--- src/rtl/popcount_ternary_acc.sv ---
// popcount_ternary_acc
//   Accumulates signed per-beat deltas (pos_cnt - neg_cnt) from a pair of
//   popcount stages over one neuron evaluation. The running sum saturates
//   instead of wrapping. On the final beat the block registers the saturated
//   sum, a sticky saturation flag and a ternary activation, and holds them
//   until the consumer takes the result.
//
// Ports
//   clk, rst            : clock, synchronous active-high reset
//   in_valid / in_ready : input beat handshake
//   pos_cnt, neg_cnt    : unsigned popcounts, CNT_W bits each
//   in_last             : final beat of the evaluation
//   out_valid/out_ready : result handshake
//   out_act             : 2'b01 = +1, 2'b00 = 0, 2'b11 = -1
//   out_sum             : signed saturated sum, ACC_W bits
//   out_sat             : clamping occurred during the evaluation
module popcount_ternary_acc #(
    parameter int CNT_W  = 4,
    parameter int ACC_W  = 8,
    parameter int THR_HI = 3,
    parameter int THR_LO = -3
) (
    input  logic             clk,
    input  logic             rst,
    input  logic             in_valid,
    output logic             in_ready,
    input  logic [CNT_W-1:0] pos_cnt,
    input  logic [CNT_W-1:0] neg_cnt,
    input  logic             in_last,
    output logic             out_valid,
    input  logic             out_ready,
    output logic [1:0]       out_act,
    output logic [ACC_W-1:0] out_sum,
    output logic             out_sat
);

    typedef enum logic {ACC, DONE} state_t;

    // Clamp limits expressed one bit wider than the accumulator so the
    // unclamped sum can be compared against them directly.
    localparam logic signed [ACC_W:0] SUM_MAX = {2'b00, {(ACC_W-1){1'b1}}};
    localparam logic signed [ACC_W:0] SUM_MIN = {2'b11, {(ACC_W-1){1'b0}}};

    state_t                  state, state_nxt;
    logic signed [ACC_W-1:0] acc;
    logic                    sat;
    logic                    beat;
    logic signed [CNT_W:0]   delta;
    logic signed [ACC_W:0]   sum_wide;
    logic signed [ACC_W-1:0] sum_sat;
    logic                    clip;
    logic [1:0]              act;

    assign in_ready  = (state == ACC) || out_ready;
    assign out_valid = (state == DONE);
    assign beat      = in_valid && in_ready;

    assign delta    = $signed({1'b0, pos_cnt}) - $signed({1'b0, neg_cnt});
    assign sum_wide = $signed({acc[ACC_W-1], acc})
                    + $signed({{(ACC_W-CNT_W){delta[CNT_W]}}, delta});

    always_comb begin
        sum_sat = sum_wide[ACC_W-1:0];
        clip    = 1'b0;
        if (sum_wide > SUM_MAX) begin
            sum_sat = SUM_MAX[ACC_W-1:0];
            clip    = 1'b1;
        end else if (sum_wide < SUM_MIN) begin
            sum_sat = SUM_MIN[ACC_W-1:0];
            clip    = 1'b1;
        end
    end

    always_comb begin
        act = 2'b00;
        if (int'(sum_sat) > THR_HI)
            act = 2'b01;
        else if (int'(sum_sat) < THR_LO)
            act = 2'b11;
    end

    always_ff @(posedge clk) begin
        if (rst)
            state <= ACC;
        else
            state <= state_nxt;
    end

    always_comb begin
        state_nxt = state;
        case (state)
            ACC: begin
                if (beat && in_last)
                    state_nxt = DONE;
            end
            DONE: begin
                // A consumed result with a simultaneous last beat stays in
                // DONE carrying the new single-beat result.
                if (out_ready)
                    state_nxt = (beat && in_last) ? DONE : ACC;
            end
            default: state_nxt = ACC;
        endcase
    end

    // The accumulator is zeroed as soon as a last beat is taken, so while in
    // DONE it already holds 0 and a beat arriving with the consume starts a
    // fresh evaluation without extra muxing.
    always_ff @(posedge clk) begin
        if (rst) begin
            acc     <= '0;
            sat     <= 1'b0;
            out_sum <= '0;
            out_sat <= 1'b0;
            out_act <= 2'b00;
        end else if (beat) begin
            if (in_last) begin
                acc     <= '0;
                sat     <= 1'b0;
                out_sum <= sum_sat;
                out_sat <= sat | clip;
                out_act <= act;
            end else begin
                acc <= sum_sat;
                sat <= sat | clip;
            end
        end
    end

endmodule

--- config.mk ---
export PLATFORM = sky130hd
export DESIGN_NAME = popcount_ternary_acc
export DESIGN_NICKNAME = d
export VERILOG_FILES = /design/src/rtl/popcount_ternary_acc.sv
export SDC_FILE = /design/constraint.sdc
export NUM_CORES = 1
export LEC_CHECK = 0
export CORE_AREA = 2 2 55 57
export DETAILED_ROUTE_END_ITERATION = 10
export DIE_AREA = 0 0 57 59
export GPL_TIMING_DRIVEN = 0
export PLACE_DENSITY = 0.76
export SLEW_MARGIN = 20
export SYNTH_ARGS = -nofsm -noshare
export SYNTH_HDL_FRONTEND = slang
export SYNTH_SLANG_ARGS = --single-unit
--- constraint.sdc ---
create_clock -name clk -period 3.8 [get_ports clk]
set_input_delay 0.38 -clock clk [delete_from_list [all_inputs] [get_ports clk]]
set_output_delay 0.38 -clock clk [all_outputs]
set_load 0.01 [all_outputs]
==> qor.txt, run 1 <==
Status: completed
Flop pwr share: 32.4%
CTS sink count: 21
Cell Rows: 19
R2R Setup Slk: 1.27 ns
DP HPWL: 2380 um
Layout cell share with drive strength beyond 1: 8.99%
Hold WS: 0.470 ns
YS warnings: 0
CTS tree: yes
H-tree depth: 1
Initial Utilization: 50.9%
Crit Path Category: in -> reg
1st-iter DRT viols: 22
Clock buffer depth: 2
DIE AREA: 3360 um2
Layout Skew: 0.00332 ns
Syn Std Cell Area: 1380 um2
Commonest cells in the synthesized netlist: 21 x dfxtp_1, 13 x a22o_1, 13 x ha_1, 11 x nand2_1, 10 x a21oi_1
Final hold vios: 0
Clock network power share: 13.1%
Port Buffers: 25
Maximum vdd drop: 0.302 mV
Min cycle time layout: 3.63 ns
Max Slew Vio Count: 0
Chip width: 57 um
WP data arrival: 3.85 ns
Comb power frac: 54.5%
Final #Nets: 207
Initial DRT Pass Iterations: 4
Unique masters post-synth: 41
Clk_lat worst skew: 0.31 ns
Routed vias: 1224
Vias in the first global route: 1124
Clock-pin slew on the worst setup and hold paths: 0.12 ns
DRT antenna net count: 0
Total CTS buffers: 3
Max-cap violations: 0
Dpl cells: 204
Initial antenna violation count: 0
Final setup violation count: 0
Io pins: 26
Post-synthesis register bit count: 21
Slew headroom: 54.3%
Layout Cells excl Fill: 209
Setup crit end kind: flop
Critical Path RT: 4.01 ns
Worst min path class: reg -> reg
Routed WL per cell: 13.8 um
First-pass GRT wire length: 5040 um
Most used DFF post-synth: dfxtp_1
Fin crit share: 95.6%
Drt total wl: 2870 um
CP Cell Sequence: clkdlybuf4s50_1 -> ha_1 -> inv_1 -> fa_1 -> a21o_1 -> a21oi_1 -> ha_1 -> buf_2 -> a41o_1 -> a21oi_1 -> a221oi_4 -> or2_4 -> a21o_1 -> a22o_1
Area share of the largest cell type after synthesis: 30.5%
Top cells by area, synth: dfxtp_1 30%, ha_1 12%, a22o_1 8.3%, a21o_1 3.8%, a21oi_1 3.6%
Root Buffer: clkbuf_4
GR Overflow Total: 0
Largest net degree at the start of global routing: 13
Vias per cell: 5.86
Die Y: 59 um
Global placement routability congestion: 0.806
Ant. Diodes: 0
Synth Area per Inst: 9.32 um2
Final WS setup: 0.167 ns
P_int: 0.505 mW
CP max stage cell: clkdlybuf4s50_1
Fraction of registers with async set/reset: 0%
Post-synth EDFFs: 0
Startpoint types: primary input
Sequential area share after synthesis: 30.5%
P per Cell Area: 483 nW/um2
Area Growth Syn to Fin: 25.1%
Crit Path Max Fanout: 10
Register area: 420 um2
Pre-CTS worst setup slack: -0.239 ns
Post-synth top area cell: dfxtp_1
Max Clk Rate: 0.275 GHz
Residual DRC: 0
Worst-margin pin slew: 0.680 ns
Most numerous cell in the Yosys netlist: dfxtp_1
Switching share of total power: 39.4%
Fillcell total: 232
Post-Synthesis Cells: 148
Multi-input gate area: 937 um2
Synthesized Nets: 176
Total GRT Usage: 19.0%
Max incr delay on CP: 0.46 ns
Sw power: 0.329 mW
Lkg Pwr: 0.765 nW
Core Footprint: 2710 um2
-- stage by stage --
stage | setup TNS [ns] | util, % | area [um2] | total power [mW]
after floorplan | 0 | - | 1380 | 0.587
after global placement | -1.14 | 61.5 | 1670 | 0.691
after detailed placement | -2.46 | 61.5 | 1670 | 0.702
after CTS | 0 | 62.6 | 1700 | 0.809
after global routing | -0.00541 | 63.7 | 1730 | 0.897
final | 0 | 63.7 | 1730 | 0.833
-- cell families (layout without fill, tap and decap cells) --
kind of cell / count (synthesis) / after routing / synth area share [%]
AOI/OAI and AO/OA: 55 / 55 / 32.4
and+or+nand+nor: 37 / 37 / 13.3
adders and majority gates: 17 / 17 / 16.2
xor gates and xnor gates: 7 / 7 / 4.45
DFF: 21 / 21 / 30.5
buffers and inverters: 11 / 41 / 3.18
-- cell usage in the layout, fill, tap and decap left out, types with 3 or more instances in the layout --
cell,Yosys,layout
nor3_1,5,5
dfxtp_1,21,21
o21ai_0,6,6
clkbuf_4,0,3
nand2_1,11,11
clkdlybuf4s50_1,0,25
xor2_1,4,4
ha_1,13,13
nor2_1,9,9
a22o_1,13,13
inv_1,7,7
xnor2_1,3,3
a21o_1,7,7
a21oi_1,10,10
-- area by class of cell --
cell class              count  area share [%]
plain buffers               4            1.02
clock buffers               3            1.31
clock inverters             1           0.290
inverters                   7            1.52
multi-input cells         116            54.3
flip-flops and latches     21            24.4
well taps                  31            2.25
repair buffers             26            14.9
-- sequential cells by signal, indices dropped and copies added, names as in the netlist --
register and flops:
out_valid 1, sat 1, out_sat 1, out_sum 8, out_act 2, acc 8
-- critical path: cells and delay by family --
family | cells | cell delay, ns
buffers and inverters | 3 | 0.68
AND/OR/NAND/NOR | 1 | 0.30
adder cells (fa/ha/maj) | 3 | 0.83
AO/OA/AOI/OAI | 7 | 1.64
-- layer usage --
| metal | up-vias | GRT usage, % | wire, um |
|---|---|---|---|
| met2 | 22 | 32.7 | 1370 |
| met4 | 0 | 7.97 | 50 |
| met1 | 583 | 25.0 | 1400 |
| li1 | 614 | - | - |
| met5 | - | 0 | 0 |
| met3 | 5 | 0.873 | 58 |
-- power groups by stage --
stage | clock (mW) | sequential [mW] | combinational (mW)
floorplan | 0 | 0.279 | 0.309
global placement | 0 | 0.274 | 0.417
detailed placement | 0 | 0.275 | 0.427
CTS | 0.109 | 0.270 | 0.429
global route | 0.121 | 0.274 | 0.502
finish | 0.109 | 0.270 | 0.454
-- timing repair --
item,CTS,global route
endpoints found under the setup margin,0,14
gates resized for setup,0,2
buffers inserted,0,1
hold endpoints to repair,0,0
hold buffers,0,0
-- final timing paths --
| check | from | to | depth (start not counted) |
|---|---|---|---|
| setup / recovery | neg_cnt[0] | acc[4]$_SDFFE_PP0P_ | 14 |
| hold / removal | out_sum[6]$_SDFFE_PP0P_ | out_sum[6]$_SDFFE_PP0P_ | 2 |
| setup reg to reg | acc[0]$_SDFFE_PP0P_ | acc[4]$_SDFFE_PP0P_ | 8 |
| hold reg to reg | out_sum[6]$_SDFFE_PP0P_ | out_sum[6]$_SDFFE_PP0P_ | 2 |
No activity file was read; power rests on OpenSTA's default activity.
==> inputs of run 2 (changes only) <==
--- a/config.mk
+++ b/config.mk
@@ -10,7 +10,6 @@
 export DIE_AREA = 0 0 57 59
 export GPL_TIMING_DRIVEN = 0
 export PLACE_DENSITY = 0.76
-export SLEW_MARGIN = 20
 export SYNTH_ARGS = -nofsm -noshare
 export SYNTH_HDL_FRONTEND = slang
 export SYNTH_SLANG_ARGS = --single-unit
==> results of run 2 <==
Final layout, timing and power as in run 1 (identical DEF).
==> inputs of run 3 (changes only) <==
--- a/config.mk
+++ b/config.mk
@@ -5,6 +5,7 @@
 export SDC_FILE = /design/constraint.sdc
 export NUM_CORES = 1
 export LEC_CHECK = 0
+export CAP_MARGIN = 0
 export CORE_AREA = 2 2 55 57
 export DETAILED_ROUTE_END_ITERATION = 10
 export DIE_AREA = 0 0 57 59
==> results of run 3 <==
Final layout, timing and power as in run 1 (identical DEF).
